### src/rtl/fetch_unit_if.sv
// Instruction-memory request/response bus between the fetch unit and imem.
interface fetch_unit_if;
  logic        imem_req_valid;
  logic        imem_req_ready;
  logic [31:0] imem_req_addr;
  logic        imem_rsp_valid;
  logic [31:0] imem_rsp_data;

  // Fetch unit side: issues requests, consumes responses
  modport master (
    output imem_req_valid,
    output imem_req_addr,
    input  imem_req_ready,
    input  imem_rsp_valid,
    input  imem_rsp_data
  );

  // Memory side: accepts requests, returns responses
  modport slave (
    input  imem_req_valid,
    input  imem_req_addr,
    output imem_req_ready,
    output imem_rsp_valid,
    output imem_rsp_data
  );
endinterface

### src/rtl/fetch_unit.sv
// Instruction fetch unit: one outstanding imem request at a time, delivers
// fetched words to IF/ID, handles stall backpressure and branch redirects.
module fetch_unit #(
  parameter logic [31:0] RESET_PC = 32'h0000_0000
) (
  input  logic                clk,
  input  logic                rst,
  fetch_unit_if.master        imem,
  input  logic                redirect_valid,
  input  logic [31:0]         redirect_pc,
  input  logic                stall,
  output logic                flush,
  output logic                valid_out,
  output logic [31:0]         pc_out,
  output logic [31:0]         instruction_out
);

  typedef enum logic [1:0] {
    ST_REQ  = 2'd0,
    ST_WAIT = 2'd1,
    ST_DROP = 2'd2
  } state_e;

  state_e      state_q;
  logic [31:0] pc_q;
  logic        valid_q;
  logic [31:0] pc_out_q;
  logic [31:0] instr_q;

  logic [31:0] pc_inc_d;
  logic [31:0] redir_pc_d;
  logic        req_fire;
  logic        consume;

  assign pc_inc_d   = pc_q + 32'd4;
  assign redir_pc_d = redirect_pc & 32'hFFFF_FFFC;

  // A new request is held off while the current output is stuck behind a stall
  assign imem.imem_req_valid = !rst && (state_q == ST_REQ) && !(valid_q && stall);
  assign imem.imem_req_addr  = pc_q;
  assign req_fire            = imem.imem_req_valid && imem.imem_req_ready;
  assign consume             = valid_q && !stall;

  assign flush           = redirect_valid && !rst;
  assign valid_out       = valid_q;
  assign pc_out          = pc_out_q;
  assign instruction_out = instr_q;

  // Fetch FSM with registered delivery outputs; redirect outranks stall and responses
  always_ff @(posedge clk) begin
    if (rst) begin
      state_q  <= ST_REQ;
      pc_q     <= RESET_PC & 32'hFFFF_FFFC;
      valid_q  <= 1'b0;
      pc_out_q <= '0;
      instr_q  <= '0;
    end else if (redirect_valid) begin
      pc_q    <= redir_pc_d;
      valid_q <= 1'b0;
      instr_q <= '0;
      // An in-flight request's response must be swallowed in DROP
      case (state_q)
        ST_REQ:  state_q <= req_fire ? ST_DROP : ST_REQ;
        ST_WAIT: state_q <= imem.imem_rsp_valid ? ST_REQ : ST_DROP;
        ST_DROP: state_q <= imem.imem_rsp_valid ? ST_REQ : ST_DROP;
        default: state_q <= ST_REQ;
      endcase
    end else begin
      if (consume) begin
        valid_q <= 1'b0;
        instr_q <= '0;
      end
      case (state_q)
        ST_REQ: begin
          if (req_fire) state_q <= ST_WAIT;
        end
        ST_WAIT: begin
          if (imem.imem_rsp_valid) begin
            valid_q  <= 1'b1;
            pc_out_q <= pc_q;
            instr_q  <= imem.imem_rsp_data;
            pc_q     <= pc_inc_d;
            state_q  <= ST_REQ;
          end
        end
        ST_DROP: begin
          if (imem.imem_rsp_valid) state_q <= ST_REQ;
        end
        default: state_q <= ST_REQ;
      endcase
    end
  end

endmodule
### src/flat_wrapper.sv
// flat-port wrapper written by rule: the top's interface ports become plain ports
module fetch_unit_flat 
#(
  parameter logic [31:0] RESET_PC = 32'h0000_0000
)
  (clk, rst, redirect_valid, redirect_pc, stall, flush, valid_out, pc_out, instruction_out, imem_imem_req_valid, imem_imem_req_addr, imem_imem_req_ready, imem_imem_rsp_valid, imem_imem_rsp_data);
  fetch_unit_if imem_i ();
  input  logic clk;
  input  logic rst;
  input  logic redirect_valid;
  input  logic [31:0] redirect_pc;
  input  logic stall;
  output logic flush;
  output logic valid_out;
  output logic [31:0] pc_out;
  output logic [31:0] instruction_out;
  output wire logic [$bits(imem_i.imem_req_valid)-1:0] imem_imem_req_valid;
  output wire logic [$bits(imem_i.imem_req_addr)-1:0] imem_imem_req_addr;
  input wire logic [$bits(imem_i.imem_req_ready)-1:0] imem_imem_req_ready;
  input wire logic [$bits(imem_i.imem_rsp_valid)-1:0] imem_imem_rsp_valid;
  input wire logic [$bits(imem_i.imem_rsp_data)-1:0] imem_imem_rsp_data;
  assign imem_imem_req_valid = imem_i.imem_req_valid;
  assign imem_imem_req_addr = imem_i.imem_req_addr;
  assign imem_i.imem_req_ready = imem_imem_req_ready;
  assign imem_i.imem_rsp_valid = imem_imem_rsp_valid;
  assign imem_i.imem_rsp_data = imem_imem_rsp_data;
  fetch_unit #(.RESET_PC(RESET_PC)) u_core (.clk(clk), .rst(rst), .imem(imem_i), .redirect_valid(redirect_valid), .redirect_pc(redirect_pc), .stall(stall), .flush(flush), .valid_out(valid_out), .pc_out(pc_out), .instruction_out(instruction_out));
endmodule
### config.mk
export PLATFORM = sky130hd
export DESIGN_NAME = fetch_unit_flat
export DESIGN_NICKNAME = d
export VERILOG_FILES = /design/src/rtl/fetch_unit_if.sv /design/src/rtl/fetch_unit.sv /design/src/flat_wrapper.sv
export SDC_FILE = /design/constraint.sdc
export NUM_CORES = 1
export LEC_CHECK = 0
export BUFFER_PORTS_ARGS = -buffer_cell sky130_fd_sc_hd__buf_4
export CORE_MARGIN = 8
export CORE_UTILIZATION = 35
export DETAILED_ROUTE_END_ITERATION = 10
export SYNTH_ARGS = -nofsm -noshare
export SYNTH_HDL_FRONTEND = slang
export SYNTH_SLANG_ARGS = --single-unit
### constraint.sdc
create_clock -name clk -period 2.4 [get_ports clk]
set_input_delay 0.12 -clock clk [delete_from_list [all_inputs] [get_ports clk]]
set_output_delay 0.12 -clock clk [all_outputs]
set_load 0.05 [all_outputs]
* Yosys cells after proc, flatten, opt, wreduce, memory -nomap -nowiden
Cells that the tools add are included.
Storage, ports and cells: bits in registers 99, input port bits 70, output and inout bits 99, word-level logic and storage cells 46
Cells by class: add/subtract/negate cells 1, eq/ne operators 4, muxes and demuxes 16, bitwise operators 1, reduce and logical (&&, ||, !) cells 18
Operator list (number):
- 32-bit 2-to-1 mux | 6
- 32-bit by 3-bit adder with 32-bit output, second input constant | 1
- 2-bit 2-to-1 mux | 5
- 2-bit one-hot mux with 2 select lines | 2
- 1-bit logical AND | 6
- 2-bit AND reduction | 3
- 2-bit nonzero test | 2
- 2-bit OR reduction | 2
- 1-bit logical NOT | 3
- 1-bit 2-to-1 mux | 3
- 3-bit by 1-bit inequality test with 1-bit output, second input constant | 1
- 3-bit by 2-bit inequality test with 1-bit output, second input constant | 1
- 3-bit AND reduction | 1
- 2-bit by 1-bit == test with 1-bit output, second input constant | 1
- 2-bit == test, second input constant | 1
- 2-bit logical NOT | 1
- 1-bit NOT | 1

* Depth between registers and ports, before layout
Gate-level depths: netlist of the first run.
word-level depth 7, mapped depth 8, mapped depth without buffers 6

* Least setup slack after synthesis of the first run
No wires, ideal clock.
path kind reg-to-reg, from register u_core.pc_q[2] (netlist: u_core.imem.imem_req_addr[2]), to register u_core.pc_q[24] (netlist: u_core.imem.imem_req_addr[24]), library setup time 0.122 ns, data arrival time 2.045 ns, required time 2.278 ns, slack 0.234 ns, stages on the path, launching flop included 7, buffers on the path 1, period minus slack after synthesis 2.166 ns, path through dfxtp_1 ha_1 and3_1 clkbuf_1 nand4_1 o31a_2 o311a_1
Between the ends: word-level cells in the longest chain between the ends 4
Ends and longest elaborated chain:
- start, declared | RTL line fetch_unit.sv:25 | logic [31:0] pc_q;
- start signal, assigned | RTL line fetch_unit.sv:53 | pc_q <= RESET_PC & 32'hFFFF_FFFC;
- start signal, assigned | RTL line fetch_unit.sv:58 | pc_q <= redir_pc_d;
- start signal, assigned | RTL line fetch_unit.sv:82 | pc_q <= pc_inc_d;
- 32-bit by 3-bit adder with 32-bit output | RTL line fetch_unit.sv:35 | assign pc_inc_d = pc_q + 32'd4;
- 32-bit 2-to-1 mux | RTL line fetch_unit.sv:78 | if (imem.imem_rsp_valid) begin
- 32-bit 2-to-1 mux | RTL line fetch_unit.sv:73 | case (state_q)
- 32-bit 2-to-1 mux | RTL line fetch_unit.sv:57 | end else if (redirect_valid) begin
Every way passes these cells. The select of a mux whose other input is x is not followed. A chain may end at the register's enable or synchronous reset.

* Worst setup path in the final report of the first run
from register u_core.pc_q[3] (netlist: u_core.imem.imem_req_addr[3]), to register u_core.pc_q[16] (netlist: u_core.imem.imem_req_addr[16])
The elaborated chain is that of the path after synthesis.

==> impl_metrics.toml, run 1 <==
[global_route]
grt_max_degree = 35
track_usage_pct = 17.9
grt_pass1_vias = 4352
grtUsageMet1_pct = 20.9
grt_use_met3_pct = 8.27
top_usage_layer = "met2"
use_met2_pct = 28.1
grt_pass1_wl_microns = 23100
antenna_found_initial = 0
grt_overflow = 0

[timing]
post-route-min-period_ns = 1.98
max_freq_ghz = 0.505
timing.final.max_slew_violations = 0
worst_pin_slew_ns = 0.715
hold_viol_final = 0
setup_viol = 0
rsz0062_at_grt = "no"
skew_ns = 0.00585
period_share_pct = 82.4
max_slew_margin_pct = 52.1
holdWs_ns = 0.0174
finalSetupTns_ns = 0

[cts]
clk_pin_slew_ns = 0.06
cts_buffers = 9
worstSkewPairLatency_ns = 0.35
cts_buffer_depth = 2
htreeDepth = 3
cts_sinks = 95
cts_tree = "built"
clk_root_buffer_cell = "clkbuf_16"
postCtsSetupBuffers = 0

[min_path]
hold_path.class = "in2reg"
hold_end = "u_core.imem.imem_req_addr[4]$_SDFFE_PP0P_"
min-delay-start = "redirect_pc[4]"
holdPathStages = 2

[die]
ios = 169
die_area_sq_mm = 0.0158
rows = 40
core_area_sq_mm = 0.0119
die_w_microns = 126
start_util_pct = 35.4
fp.dieH_microns = 126

[drt]
routed_wl_microns = 14300
via_count = 4296
avgViaCountPerCell = 5.32
firstDrtPassIters = 4
drtAntennaViolNets = 0
drcViolationCount = 0
drtIter0Drc = 219
wire_per_inst_microns = 17.7

[yosys]
async_reset_ff_share_pct = 0
synth_area_sq_mm = 0.00422
syn_inst = 504
ys_warn_count = 0
syn_avg_cell_area_sq_um = 8.37
dominantRegCellSynth = "dfxtp_1"
seq_area_frac_synth_pct = 45.1
synth_top_area_share_pct = 45.1
synth_edf_count = 0
synth_top_area_cell = "dfxtp_1"
ys_types = 53
synth_area_leaders = "dfxtp_1 45%, nand2_1 6.7%, a22oi_1 5.7%"
synth-seq-cells = 95

[power]
leakage_nw = 2.36
powerDensity_mw_per_mm2 = 621
irDropWorstVdd_v = 0.000275
power.total_mw = 3.62

[worst_setup_path]
arrival_ns = 2.23
path_class = "reg2reg"
path_delay_family = "simple AND/OR/NAND/NOR gates"
r2r_end = "u_core.imem.imem_req_addr[16]$_SDFFE_PP0P_"
r2r_slack_ns = 0.42
startpoint_type = "register"
cpMaxStageDelayCell = "dfxtp_1"
crit_buf_inv = 0
rr_startpoint = "u_core.imem.imem_req_addr[3]$_SDFFE_PP0P_"
slowest_delay_ns = 0.41
crit_chain = "ha_1 -> and3_1 -> nand4_1 -> or3_1 -> a311oi_1"
reg2regPathDepth = 5
required_ns = 2.65
endpoint_kind = "register"
crit_path_max_fanout = 6

[placed_design]
place_hpwl_microns = 10500
gp_congestion = 0.779
place_inst = 789
portBuffers = 162

[run_status]
status = "finished, final reports clean"

[layout]
n_antenna_cell = 0
drive_above_1_share_pct = 29.8
final_net_count = 731
instances_no_fill = 807
area_delta_synth_final_pct = 38.2

[job]
cap_viol_max_count = 0
-- stage by stage --
stage	area [sq um]	worst slack [ns]	utilization [%]
after floorplan	4230	0.234	-
after CTS	5830	0.439	49.0
final	5830	0.422	49.0
after detailed placement	5510	0.466	46.2
after global placement	5510	0.462	46.2
after global routing	5830	0.257	49.0
-- cell families after synthesis --
family / share of synthesized area, %
adders and majority gates: 1.19
xor gates and xnor gates: 1.87
other: 0.0889
and+or+nand+nor: 25.8
DFF: 45.1
AOI/OAI and AO/OA: 19.5
buffers and inverters: 6.49
-- state kept, by name, summed over array words and instances (netlist names) --
| signal | cells |
|---|---|
| u_core.state_q | 2 |
| u_core.instruction_out | 32 |
| u_core.imem.imem_req_addr | 30 |
| u_core.pc_out | 30 |
| u_core.valid_out | 1 |
-- placed cells by master (no fill, tap or decap), types with 10 or more instances in the layout --
master,instances
nand3_1,19
o21ai_0,10
dfxtp_1,95
nand4_1,13
nand2_1,75
a211oi_1,10
a21oi_1,35
nor2_1,60
buf_4,177
a22oi_1,32
-- area by class of cell --
cell class                 count  area (sq um)
clock buffer                  10           239
inverter                       8          30.0
tap                          147           184
clock inverter                 4          47.5
sequential                    95          1900
multi-input combinational    362          2060
fill                        1173          6080
timing repair buffer         181          1370
-- cell usage after synthesis, drive strengths merged, types with 5 or more instances --
library cell  instances
a21oi                36
xnor2                 5
nand3                19
or3                   7
a311oi                9
a22oi                32
nand2                76
a211oi               10
buf                  14
nand4                13
o21ai                10
nor2                 61
inv                   8
dfxtp                95
and4                 10
nor3                  8
and3                  9
clkbuf               28
-- per-layer routing --
| layer | part of all wire (%) | wire (microns) |
|---|---|---|
| met3 | 11 | 1540 |
| met4 | 1.7 | 238 |
| met1 | 43 | 6190 |
| met2 | 44 | 6310 |
| met5 | 0 | 0 |
-- timing repair --
action                                 4_1_cts  5_1_grt
hold buffers                                 4        0
setup endpoints to repair                    0        0
endpoints found under the hold margin        4        0
gates resized for setup                      0        0
-- worst max path at each step --
stage | depth (start not counted) | startpoint | to
2_1_floorplan | 6 | u_core.imem.imem_req_addr[2]$_SDFFE_PP0P_ | u_core.imem.imem_req_addr[24]$_SDFFE_PP0P_
3_3_place_gp | 7 | u_core.state_q[1]$_SDFFE_PP0P_ | u_core.imem.imem_req_addr[15]$_SDFFE_PP0P_
3_5_place_dp | 7 | u_core.state_q[1]$_SDFFE_PP0P_ | u_core.imem.imem_req_addr[15]$_SDFFE_PP0P_
4_1_cts | 5 | u_core.imem.imem_req_addr[3]$_SDFFE_PP0P_ | u_core.imem.imem_req_addr[16]$_SDFFE_PP0P_
5_1_grt | 7 | u_core.state_q[1]$_SDFFE_PP0P_ | u_core.imem.imem_req_addr[15]$_SDFFE_PP0P_
6_report | 5 | u_core.imem.imem_req_addr[3]$_SDFFE_PP0P_ | u_core.imem.imem_req_addr[16]$_SDFFE_PP0P_
-- where the power goes --
part | internal, mW | switching [mW]
sequential | 1.62 | 0.0718
combinational | 0.194 | 0.316
clock | 0.821 | 0.599
Note: power is estimated with default switching activity, not from simulation.
==> run 2: changes to the inputs <==
- clock period: 2.4 -> 1.7 ns (I/O delays scaled with it)
==> run 2 against run 1 <==
  * The flow now finishes with violations (setup timing)
  * Core utilization rose by 6.6 points
  * Fmax rose by 16%
  * Via count rose by 8.1%
  * Global-route usage rose by 1.1 points
  * Highest routed layer unchanged
  * Sequential share of layout area fell by 2.9 points
  * Sequential power rose by 40%
  * Combinational power rose by 72%
  * Final cell count rose by 8.2%
  * Critical path type unchanged
  * Register-to-register slack got worse by 0.43 ns
  * Largest power group unchanged
==> impl_metrics.toml, run 2 (synthesis results as in run 1) <==
[power]
seqPwrFrac_pct = 44.0
power.total_mw = 5.37
leakage_nw = 2.72
powerDensity_mw_per_mm2 = 812
swShare_pct = 26.9
switching_power_mw = 1.44
pwr-share-clk_pct = 39.7
comb_power_share_pct = 16.3
irDropWorstVdd_v = 0.000407
p_int_mw = 3.93

[layout]
drive_above_1_share_pct = 37.1
n_antenna_cell = 0
largest_reg_flops = 32
area_delta_synth_final_pct = 56.7
most-common-layout-cells = "205 x buf_4, 75 x nand2_1, 70 x dfxtp_1"
final_net_count = 795
fillers = 1095
layout_commonest_cell = "buf_4"

[timing]
max_freq_ghz = 0.587
timing.final.max_slew_violations = 0
period_share_pct = 100
finalWorstSetupSlack_ns = -0.00419
rsz0062_at_grt = "yes"
post-route-min-period_ns = 1.70
setup_viol = 1
skew_ns = 0.0105
holdWs_ns = 0.00282
hold_viol_final = 0

[worst_setup_path]
endpoint_kind = "register"
path_class = "reg2reg"
rr_startpoint = "u_core.state_q[1]$_SDFFE_PP0P_"
startpoint_type = "register"
required_ns = 1.94
crit_path_max_fanout = 8
arrival_ns = 1.94
crit_path_start = "u_core.state_q[1]$_SDFFE_PP0P_"
r2r_end = "u_core.imem.imem_req_addr[24]$_SDFFE_PP0P_"
r2r_slack_ns = -0.004
reg2regPathDepth = 7

[drt]
avgViaCountPerCell = 5.32
firstDrtPassIters = 4
wire_per_inst_microns = 17.5
drtIter0Drc = 228
drcViolationCount = 0
drtAntennaViolNets = 0
via_count = 4644
routed_wl_microns = 15200

[die]
ios = 169
rows = 40
die_w_microns = 126
die_area_sq_mm = 0.0158
fp.dieH_microns = 126
core_area_sq_mm = 0.0119
start_util_pct = 35.4

[min_path]
hold_path.class = "in2reg"
holdPathStages = 3
min-delay-start = "imem_imem_rsp_data[28]"
hold_end = "u_core.instruction_out[28]$_SDFF_PP0_"

[cts]
htreeDepth = 3
worstSkewPairLatency_ns = 0.35
cts_tree = "built"
clk_pin_slew_ns = 0.07
cts_buffers = 9
cts_sinks = 95
cts_buffer_depth = 2
clk_root_buffer_cell = "clkbuf_16"

[global_route]
grt_overflow = 0
grt_pass1_vias = 4907
track_usage_pct = 19.0
grt_pass1_wl_microns = 24800
antenna_found_initial = 0
grt_max_degree = 42

[run_status]
status = "finished, violations left"
violations = "setup timing"

[placed_design]
gp_congestion = 0.800
portBuffers = 162
place_hpwl_microns = 10900

[job]
cap_viol_max_count = 0
==> run 2: cell count changes in the layout (fill, tap and decap cells not counted), sizes merged <==
cell | before | now
dlygate4sd3 | 4 | 35
clkbuf | 10 | 14
clkinv | 2 | 0
inv | 8 | 9
clkinvlp | 1 | 0
buf | 177 | 210
==> run 2: worst max path at each step <==
stage                                                       to  slack (ns)  cells after the start
finish              u_core.imem.imem_req_addr[24]$_SDFFE_PP0P_      -0.004                      7
global route        u_core.imem.imem_req_addr[24]$_SDFFE_PP0P_       -0.08                      5
CTS                 u_core.imem.imem_req_addr[24]$_SDFFE_PP0P_        0.01                      6
detailed placement  u_core.imem.imem_req_addr[18]$_SDFFE_PP0P_       -0.12                      5
global placement    u_core.imem.imem_req_addr[24]$_SDFFE_PP0P_       -0.06                      7
floorplan           u_core.imem.imem_req_addr[13]$_SDFFE_PP0P_      -0.008                      6
==> run 2: repair_timing <==
item	in CTS	in global routing
setup buffers	2	0
gates resized for setup	11	13
endpoints found under the hold margin	35	0
hold buffers	35	0
pin swaps	4	6
endpoints found under the setup margin	11	14
==> run 2: per-stage QoR <==
stage	TNS, ns	area (sq um)	worst slack [ns]	utilization [%]	instances
floorplan	-0.0136	4310	-0.00824	-	507
global placement	-0.135	5850	-0.0583	49.1	820
detailed placement	-0.606	5850	-0.123	49.1	820
CTS	0	6550	0.0139	55.0	873
global route	-0.227	6610	-0.0848	55.5	873
finish	-0.00419	6610	-0.00419	55.5	873
==> run 2: final cells by class <==
class                      instances  area [sq um]  area share [%]
multi-input combinational        362          2150            32.5
sequential                        95          1960            29.7
tap                              147           184            2.78
timing repair buffer             245          1970            29.8
inverter                           8          30.0           0.454
clock inverter                     2          36.3           0.549
clock buffer                      14           275            4.16
==> run 2: per-layer routing <==
metal / track usage (%) / routed length, microns / vias to the layer above
li1: - / - / 2255
met1: 21.3 / 6310 / 2194
met2: 31.6 / 7170 / 173
met3: 7.68 / 1500 / 22
met4: 7.43 / 259 / 0
met5: 0 / 0 / -
==> run 2: critical path, stage by stage (launching register included) <==
cell     delay, ns
dfxtp_2       0.32
inv_2         0.07
ha_4          0.13
and4_4        0.21
nand4_1       0.11
buf_6         0.16
o31a_4        0.27
o311a_1       0.32
==> run 2: power by group through the flow <==
| stage | Clock, mW | Sequential [mW] | Combinational, mW |
|---|---|---|---|
| floorplan | 0 | 2.60 | 0.254 |
| detailed placement | 0 | 2.41 | 0.799 |
| global route | 2.27 | 2.37 | 0.936 |
| global placement | 0 | 2.40 | 0.789 |
| finish | 2.13 | 2.36 | 0.877 |
| CTS | 2.18 | 2.36 | 0.868 |
